<file path="config.mk">
export PLATFORM = sky130hd
export DESIGN_NAME = audio_fir_scheduler
export DESIGN_NICKNAME = d
export VERILOG_FILES = /design/src/rtl/audio_sched_pkg.sv /design/src/rtl/sched_timeout_ctr.sv /design/src/rtl/audio_fir_scheduler.sv
export SDC_FILE = /design/constraint.sdc
export NUM_CORES = 1
export LEC_CHECK = 0
export BUFFER_PORTS_ARGS = -buffer_cell sky130_fd_sc_hd__buf_4
export CORE_MARGIN = 10
export CORE_UTILIZATION = 60
export CTS_BUF_LIST = sky130_fd_sc_hd__clkbuf_4 sky130_fd_sc_hd__clkbuf_8
export DETAILED_ROUTE_END_ITERATION = 6
export PLACE_DENSITY = 0.88
export SYNTH_ARGS = -nofsm -noshare
export SYNTH_HDL_FRONTEND = slang
export SYNTH_SLANG_ARGS = --single-unit
</file>
<file path="constraint.sdc">
create_clock -name clock -period 13 [get_ports clock]
set_input_delay 0.65 -clock clock [delete_from_list [all_inputs] [get_ports clock]]
set_output_delay 0.65 -clock clock [all_outputs]
set_load 0.01 [all_outputs]
</file>
<file path="src/rtl/audio_sched_pkg.sv">
`default_nettype none
// ============================================================================
//  Module      : audio_sched_pkg
//  Description : Shared types and constants for the audio FIR scheduler:
//                frame-sequencer state encoding, channel select codes and
//                the default codec sample width.
//  Revision    : 1.0 - initial release
// ============================================================================
package audio_sched_pkg;

    // Codec sample width used when the instantiating level does not override it
    localparam int c_DW_DEFAULT = 24;

    // Channel select codes presented on eng_ch
    localparam logic c_CH_LEFT  = 1'b0;
    localparam logic c_CH_RIGHT = 1'b1;

    // Frame sequencer states, explicit 3-bit encoding
    typedef enum logic [2:0] {
        S_IDLE    = 3'd0,
        S_RD      = 3'd1,
        S_ST_L    = 3'd2,
        S_WT_L    = 3'd3,
        S_ST_R    = 3'd4,
        S_WT_R    = 3'd5,
        S_WR_WAIT = 3'd6,
        S_WR      = 3'd7
    } state_t;

endpackage
`default_nettype wire

</file>
<file path="src/rtl/sched_timeout_ctr.sv">
`default_nettype none
// ============================================================================
//  Module      : sched_timeout_ctr
//  Description : Engine-wait watchdog. Cleared when a channel is started,
//                counts while the scheduler waits for eng_done, and reports
//                expiry once the count reaches TIMEOUT. Saturates at the
//                limit so expiry stays asserted until the next clear.
//  Revision    : 1.0 - initial release
// ============================================================================
module sched_timeout_ctr #(
    parameter int TIMEOUT = 1023,
    parameter int TW      = 10
) (
    input  logic clk,
    input  logic rst,
    input  logic i_clear,
    input  logic i_enable,
    output logic o_expired
);

    localparam logic [TW-1:0] c_LIMIT = TW'(TIMEOUT);

    logic [TW-1:0] r_count;

    // Wait-cycle counter: clear has priority, counting stops at the limit
    always_ff @(posedge clk or posedge rst) begin
        if (rst) begin
            r_count <= '0;
        end else if (i_clear) begin
            r_count <= '0;
        end else if (i_enable && (r_count != c_LIMIT)) begin
            r_count <= r_count + 1'b1;
        end
    end

    assign o_expired = (r_count == c_LIMIT);

endmodule
`default_nettype wire

</file>
<file path="src/rtl/audio_fir_scheduler.sv">
`default_nettype none
// ============================================================================
//  Module      : audio_fir_scheduler
//  Description : Moves one stereo frame codec -> shared FIR engine -> codec.
//                Owns the codec read/write handshakes and runs the left then
//                the right sample through a single FIR engine. A missing
//                eng_done forces that channel's result to zero and sets a
//                sticky timeout error. All outputs are registered.
//  Options     : AUD_FIR_SCHED_BYPASS_EN - adds a bypass input; a frame
//                taken with bypass=1 is written back unfiltered and the
//                engine is never started.
//  Revision    : 1.0 - initial release
// ============================================================================
module audio_fir_scheduler
    import audio_sched_pkg::*;
#(
    parameter int DW      = c_DW_DEFAULT,
    parameter int TIMEOUT = 1023,
    parameter int TW      = 10
) (
    input  logic          clock,
    input  logic          reset,
    // codec input side
    input  logic          read_ready,
    input  logic [DW-1:0] readdata_left,
    input  logic [DW-1:0] readdata_right,
    output logic          read,
    // codec output side
    input  logic          write_ready,
    output logic          write,
    output logic [DW-1:0] writedata_left,
    output logic [DW-1:0] writedata_right,
    // shared FIR engine
    output logic          eng_start,
    output logic          eng_ch,
    output logic [DW-1:0] eng_in,
    input  logic          eng_done,
    input  logic [DW-1:0] eng_out,
`ifdef AUD_FIR_SCHED_BYPASS_EN
    input  logic          bypass,
`endif
    // status
    output logic          busy,
    output logic          timeout_err,
    output logic          overrun
);

    state_t        r_state;
    logic [DW-1:0] r_lat_left;
    logic [DW-1:0] r_lat_right;
    logic [DW-1:0] r_res_left;
    logic          r_read;
    logic          r_write;
    logic          r_eng_start;
    logic          r_eng_ch;
    logic [DW-1:0] r_eng_in;
    logic [DW-1:0] r_wd_left;
    logic [DW-1:0] r_wd_right;
    logic          r_busy;
    logic          r_timeout_err;
    logic          r_rr_busy_d;
    logic          r_overrun;
`ifdef AUD_FIR_SCHED_BYPASS_EN
    logic          r_bypass;
`endif

    logic          w_waiting;
    logic          w_ctr_clear;
    logic          w_ctr_enable;
    logic          w_expired;
    logic          w_wt_exit;
    logic [DW-1:0] w_wt_result;
    logic          w_rr_busy;

    // One watchdog serves both channels: it is cleared in each start state
    assign w_waiting    = (r_state == S_WT_L) || (r_state == S_WT_R);
    assign w_ctr_clear  = (r_state == S_ST_L) || (r_state == S_ST_R);
    assign w_ctr_enable = w_waiting && !eng_done;

    // A done arriving on the expiry cycle still delivers real data
    assign w_wt_exit    = eng_done || w_expired;
    assign w_wt_result  = eng_done ? eng_out : '0;

    assign w_rr_busy    = read_ready & r_busy;

    sched_timeout_ctr #(
        .TIMEOUT (TIMEOUT),
        .TW      (TW)
    ) u_timeout_ctr (
        .clk       (clock),
        .rst       (reset),
        .i_clear   (w_ctr_clear),
        .i_enable  (w_ctr_enable),
        .o_expired (w_expired)
    );

    // Frame sequencer; every output is set on the edge entering its state
    always_ff @(posedge clock or posedge reset) begin
        if (reset) begin
            r_state       <= S_IDLE;
            r_lat_left    <= '0;
            r_lat_right   <= '0;
            r_res_left    <= '0;
            r_read        <= 1'b0;
            r_write       <= 1'b0;
            r_eng_start   <= 1'b0;
            r_eng_ch      <= c_CH_LEFT;
            r_eng_in      <= '0;
            r_wd_left     <= '0;
            r_wd_right    <= '0;
            r_busy        <= 1'b0;
            r_timeout_err <= 1'b0;
`ifdef AUD_FIR_SCHED_BYPASS_EN
            r_bypass      <= 1'b0;
`endif
        end else begin
            r_read      <= 1'b0;
            r_write     <= 1'b0;
            r_eng_start <= 1'b0;
            case (r_state)
                S_IDLE: begin
                    if (read_ready) begin
                        r_lat_left  <= readdata_left;
                        r_lat_right <= readdata_right;
`ifdef AUD_FIR_SCHED_BYPASS_EN
                        r_bypass    <= bypass;
`endif
                        r_read      <= 1'b1;
                        r_busy      <= 1'b1;
                        r_state     <= S_RD;
                    end
                end
                S_RD: begin
`ifdef AUD_FIR_SCHED_BYPASS_EN
                    if (r_bypass) begin
                        r_wd_left  <= r_lat_left;
                        r_wd_right <= r_lat_right;
                        r_state    <= S_WR_WAIT;
                    end else begin
                        r_eng_start <= 1'b1;
                        r_eng_ch    <= c_CH_LEFT;
                        r_eng_in    <= r_lat_left;
                        r_state     <= S_ST_L;
                    end
`else
                    r_eng_start <= 1'b1;
                    r_eng_ch    <= c_CH_LEFT;
                    r_eng_in    <= r_lat_left;
                    r_state     <= S_ST_L;
`endif
                end
                S_ST_L: begin
                    r_state <= S_WT_L;
                end
                S_WT_L: begin
                    if (w_wt_exit) begin
                        r_res_left <= w_wt_result;
                        if (!eng_done) begin
                            r_timeout_err <= 1'b1;
                        end
                        r_eng_start <= 1'b1;
                        r_eng_ch    <= c_CH_RIGHT;
                        r_eng_in    <= r_lat_right;
                        r_state     <= S_ST_R;
                    end
                end
                S_ST_R: begin
                    r_state <= S_WT_R;
                end
                S_WT_R: begin
                    if (w_wt_exit) begin
                        // Right result goes straight to the output register
                        r_wd_left  <= r_res_left;
                        r_wd_right <= w_wt_result;
                        if (!eng_done) begin
                            r_timeout_err <= 1'b1;
                        end
                        r_state <= S_WR_WAIT;
                    end
                end
                S_WR_WAIT: begin
                    if (write_ready) begin
                        r_write <= 1'b1;
                        r_state <= S_WR;
                    end
                end
                S_WR: begin
                    r_busy  <= 1'b0;
                    r_state <= S_IDLE;
                end
                default: begin
                    r_busy  <= 1'b0;
                    r_state <= S_IDLE;
                end
            endcase
        end
    end

    // Overrun flags each new frame offered while a frame is in flight
    always_ff @(posedge clock or posedge reset) begin
        if (reset) begin
            r_rr_busy_d <= 1'b0;
            r_overrun   <= 1'b0;
        end else begin
            r_rr_busy_d <= w_rr_busy;
            r_overrun   <= w_rr_busy & ~r_rr_busy_d;
        end
    end

    assign read            = r_read;
    assign write           = r_write;
    assign writedata_left  = r_wd_left;
    assign writedata_right = r_wd_right;
    assign eng_start       = r_eng_start;
    assign eng_ch          = r_eng_ch;
    assign eng_in          = r_eng_in;
    assign busy            = r_busy;
    assign timeout_err     = r_timeout_err;
    assign overrun         = r_overrun;

endmodule
`default_nettype wire

</file>
==> flow_summary.ini, run 1 <==
[sta]
final_max_slew_viol_count = 0
fin_crit_ps = 2380
min_period_over_period = 0.183
max_slew_margin = 0.286
setup_tns_ps = 0
tightest_slew_ps = 1070
hold_violations = 0
clock_skew_ps = 11.0
fmax_mhz = 421
setup_viol = 0
hold_slack_ps = 285
grt_setup_unrepaired = no

[power]
p_per_area_nw_per_um2 = 243
vdd_ir_drop_max_uv = 130
p_leak_nw = 3.97

[detailed_routing]
ant_nets = 0
routed_via_density = 5.69
drc = 0
drtIter0Drc = 296
drtPass1Iterations = 4
dr_total_vias = 4265
drt_wl_total_um = 15100
wl_per_cell_um = 20.1

[clock_network]
post_cts_resized = 0
cts-root-buf = clkbuf_8
cts.sinks = 165
clock_path_buffers = 2
cts_tree = built
ctsHtreeMaxLevel = 4
cts_hold_buf = 0
clk_latency_ps = 450
cts_buffers = 17
cts_setup_buffers = 0
path_clk_slew_ps = 80

[global_routing]
grt_pass1_wl_um = 24700
antenna_found_initial = 0
grt_max_degree = 91
grt_use_total = 0.194
grt_pass1_vias = 4728
grt-ovfl-total = 0

[yosys]
ys_seq_area_frac = 0.622
synth_top_area_frac = 0.622
synth_warnings = 0
synth_ff_type = dfrtp_1
avgSynthCellArea_um2 = 14.9
async_reset_ff_frac = 1.00
synth_cell_types = 48
yosysTopAreaCell = dfrtp_1
netlist_area_um2 = 6640
synthesis.nets = 523
syn-instance-count = 445
ys_ff_latch = 165
synth_enable_flop_cells = 0
yosys-top-cells-area = dfrtp_1 (62%), mux2_2 (17%), a22o_1 (6.3%)

[die]
pin_count = 156
fp.coreArea_um2 = 10800
rows = 38
die_area_um2 = 15700
start_util = 0.612
die_w_um = 125
die_y_um = 125

[critical_path]
cp.required_ps = 13330
r2r-end = r_res_left[16]
startpoint_type = flop
worstPathArrival_ps = 2710
rrSetupSlack_ps = 10620
crit_fanout = 25
worst-r2r-cell-count = 4
end_kind = flop
worstSetupPathType = flop to flop
r2r_start = r_state[1]

[worst_hold_path]
hold_class = primary input to asynchronous set/reset pin

[final_layout]
drive_gt1_frac = 0.504
fill_cells = 666
nNetsFinal = 675
antenna_cells = 0
area_growth_pct = 25.0

[place]
dp_hpwl_um = 10800
gp_congestion = 0.839
numPortBuffers = 155

[run_status]
status = completed

[flow_run]
max_cap_violations = 0
per-layer routing:
layer	part of all wire	routed length, µm	up-vias	GRT usage
met3	0.10	1510	13	0.0891
met5	0	0	-	0
met1	0.41	6220	2170	0.237
met4	0.0092	139	0	0.0671
met2	0.48	7190	151	0.299
li1	-	-	1931	-
flip-flops by register name, summed over array words and instances (netlist names), 3 cells and up:
name	flops
writedata_left	24
eng_in	24
r_state	3
writedata_right	24
r_lat_right	24
u_timeout_ctr.r_count	10
r_res_left	24
r_lat_left	24
cell families (layout without fill, tap and decap cells):
| family | after synthesis | in the layout | share of synthesized area |
|---|---|---|---|
| flip-flops | 165 | 165 | 0.622 |
| multiplexers | 122 | 122 | 0.207 |
| AO/OA/AOI/OAI | 75 | 75 | 0.0928 |
| AND/OR/NAND/NOR | 44 | 44 | 0.0390 |
| buffers and inverters | 35 | 199 | 0.0305 |
| XOR/XNOR | 3 | 3 | 0.00679 |
| adder cells (fa/ha/maj) | 1 | 1 | 0.00189 |
report_power, final:
part | internal [mW] | switching (mW)
Sequential | 0.743 | 0.140
Combinational | 0.422 | 0.312
Clock | 0.221 | 0.174
cell usage in the layout (no fill, tap or decap), types with 5 or more instances in the layout:
cell type | netlist | routed
a22o_1 | 48 | 48
buf_4 | 6 | 161
clkbuf_8 | 0 | 20
clkinv_2 | 0 | 7
dfrtp_1 | 165 | 165
inv_1 | 6 | 5
mux2_1 | 18 | 18
mux2_2 | 102 | 102
nand2_1 | 10 | 10
nand3_1 | 5 | 5
final cells by class:
cell class              count  area [µm²]  share of cell area
flip-flops and latches    165        4130               0.498
well taps                 140         175              0.0211
multi-input cells         245        2320               0.280
clock inverters            11         155              0.0187
repair buffers            161        1210               0.146
inverters                   7        31.3             0.00377
clock buffers              20         275              0.0332
worst max path at each step:
stage               slack, ps        from                   to  cells after the start
floorplan                7890       reset                 busy                      1
global placement        10650       reset   writedata_left[10]                      3
detailed placement      10580       reset  writedata_right[10]                      3
CTS                     10600  r_state[1]       r_res_left[13]                      4
global route            10430  r_state[1]        r_res_left[8]                      4
finish                  10620  r_state[1]       r_res_left[16]                      4
Yosys cell counts, drive strengths merged, types with 3 or more instances:
master,number
clkbuf,3
buf,25
o31ai,4
o21ai,6
dfrtp,165
mux2,120
nor3,5
a22o,48
nand4,3
and2,3
nor2,5
inv,7
nand2,12
nand3,5
a21oi,3
worst max-delay path: stages, from the launching register on:
cell	delay, ps
dfrtp_1	620
nand2_2	160
nor2_4	630
o21ai_2	510
a22o_1	330
per-stage QoR:
step                utilization  setup slack (ps)  power [mW]  area (µm²)  cells
finish                    0.765             10620        2.01        8300    749
global route              0.765             10430        2.14        8300    749
CTS                       0.765             10600        2.03        8300    749
detailed placement        0.726             10580        1.64        7870    718
global placement          0.726             10650        1.58        7870    718
floorplan                     -              7890        1.33        6640    445
(Power assumes the default switching activity.)
==> run 2: changes to the inputs <==
--- a/config.mk
+++ b/config.mk
@@ -7,10 +7,10 @@
 export LEC_CHECK = 0
 export BUFFER_PORTS_ARGS = -buffer_cell sky130_fd_sc_hd__buf_4
 export CORE_MARGIN = 10
-export CORE_UTILIZATION = 60
+export CORE_UTILIZATION = 50
 export CTS_BUF_LIST = sky130_fd_sc_hd__clkbuf_4 sky130_fd_sc_hd__clkbuf_8
 export DETAILED_ROUTE_END_ITERATION = 6
-export PLACE_DENSITY = 0.88
+export PLACE_DENSITY = 0.78
 export SYNTH_ARGS = -nofsm -noshare
 export SYNTH_HDL_FRONTEND = slang
 export SYNTH_SLANG_ARGS = --single-unit
==> constraint.sdc (replaced) <==
create_clock -name clock -period 1.95 [get_ports clock]
set_input_delay 0.0975 -clock clock [delete_from_list [all_inputs] [get_ports clock]]
set_output_delay 0.0975 -clock clock [all_outputs]
set_load 0.01 [all_outputs]
==> run 2 against run 1 <==
Net effect: critical path depth is 2 higher; count of clock-buffer cells in the layout is 2 lower; via count is 9.2% higher; clock power grew to 6.4 times the previous value; largest power group unchanged; highest routed layer unchanged.
==> flow_summary.ini, run 2 (synthesis gave the netlist of run 1 again) <==
[critical_path]
worst_path_max_delay_cell = dfrtp_1
end_kind = flop
cp.required_ps = 2280
crit_chain = ha_1, nand2_1, nor3_2, o31a_1, buf_12, mux2_1
worstPathArrival_ps = 2180
startpoint_type = flop
crit_fanout = 25
slowest_delay_ps = 410
worstSetupPathType = flop to flop

[global_routing]
grt_max_degree = 92
grt_pass1_vias = 5151
grt-ovfl-total = 0
grt_pass1_wl_um = 27200
grt_use_total = 0.186
antenna_found_initial = 1

[sta]
fin_crit_ps = 1850
hold_violations = 0
hold_slack_ps = 332
max_slew_margin = 0.636
setup_tns_ps = 0
fmax_mhz = 542
final_max_slew_viol_count = 0
worst_slack_ps = 105
clock_skew_ps = 13.1
tightest_slew_ps = 546
grt_setup_unrepaired = no
setup_viol = 0
min_period_over_period = 0.946

[power]
total_power_mw = 13.7
p_leak_nw = 4.35
vdd_ir_drop_max_uv = 967
p_per_area_nw_per_um2 = 1480

[detailed_routing]
drtIter0Drc = 192
dr_total_vias = 4658
drtPass1Iterations = 4
routed_via_density = 5.32
ant_nets = 0
wl_per_cell_um = 18.9
drt_wl_total_um = 16500
drc = 0

[place]
place_inst = 766
dp_hpwl_um = 10600
gp_congestion = 0.782
numPortBuffers = 155
placed_cell_area_um2 = 8090
post-place-ws_ps = 122

[final_layout]
final_common_cell = buf_4
drive_gt1_frac = 0.458
nNetsFinal = 763
final_cell_area_um2 = 9280
mostFrequentLayoutCells = buf_4 (166), dfrtp_1 (165), mux2_2 (102)
fill_cells = 873
stdcell_count = 875
final_util = 0.706
area_growth_pct = 39.8

[clock_network]
cts.sinks = 165
clk_latency_ps = 450
ctsHtreeMaxLevel = 4
clock_path_buffers = 2
cts-root-buf = clkbuf_8
cts_buffers = 17
cts_tree = built
post_cts_resized = 0
path_clk_slew_ps = 90

[die]
fp.coreArea_um2 = 13100
die_area_um2 = 18300
rows = 42
pin_count = 156
die_w_um = 135
die_y_um = 135
start_util = 0.505

[flow_run]
max_cap_violations = 0

[worst_hold_path]
hold_class = primary input to asynchronous set/reset pin

[run_status]
status = completed
## run 2: cell types whose count changed in the layout (fill, tap and decap cells not counted), sizes merged
cell and change:
buf +12, bufinv -1, clkbuf -2, clkinv -1, clkinvlp +3, diode +1, dlygate4sd3 +76, inv +2
## run 2: repair_timing
item,CTS,global route
endpoints found under the setup margin,0,0
buffers inserted,0,0
endpoints found under the hold margin,266,0
hold buffers,76,0
## run 2: final cells by class
type | instances | area, µm² | area share
multi-input combinational | 245 | 2330 | 0.251
clock inverter | 14 | 176 | 0.0190
antenna | 1 | 2.50 | 0.000270
timing repair buffer | 249 | 2150 | 0.231
clock buffer | 18 | 241 | 0.0260
sequential | 165 | 4130 | 0.445
inverter | 7 | 30.0 | 0.00324
tap | 176 | 220 | 0.0237
## run 2: per-layer routing
layer,track usage,up-vias,part of all wire
li1,-,2112,-
met1,0.219,2349,0.41
met3,0.0772,21,0.090
met2,0.300,176,0.49
met4,0.0664,0,0.014
met5,0,-,0
## run 2: worst paths after layout
| path | start | end | slack, ps | depth (start not counted) |
|---|---|---|---|---|
| hold reg to reg | r_rr_busy_d | overrun | 400 | 1 |
| min in group clock | r_rr_busy_d | overrun | 400 | 1 |
| setup / recovery | u_timeout_ctr.r_count[0] | eng_in[17] | 100 | 6 |
| max in group asynchronous | reset | u_timeout_ctr.r_count[5] | 1210 | 4 |
| hold / removal | reset | r_lat_right[16] | 330 | 4 |
| setup reg to reg | u_timeout_ctr.r_count[0] | eng_in[17] | 100 | 6 |
## run 2: worst max-delay path, delay by kind of cell, from the launching register on
kind            cells  cell delay, ps
compound gates      1             220
fa+ha+maj           1             200
buf+inv             1             210
flops               1             410
mux                 1             370
simple gates        2             320
## run 2: report_power, final
part	switching [mW]	internal, mW
logic	2.19	3.08
clock network	1.24	1.29
registers	0.948	4.96
total	4.38	9.33
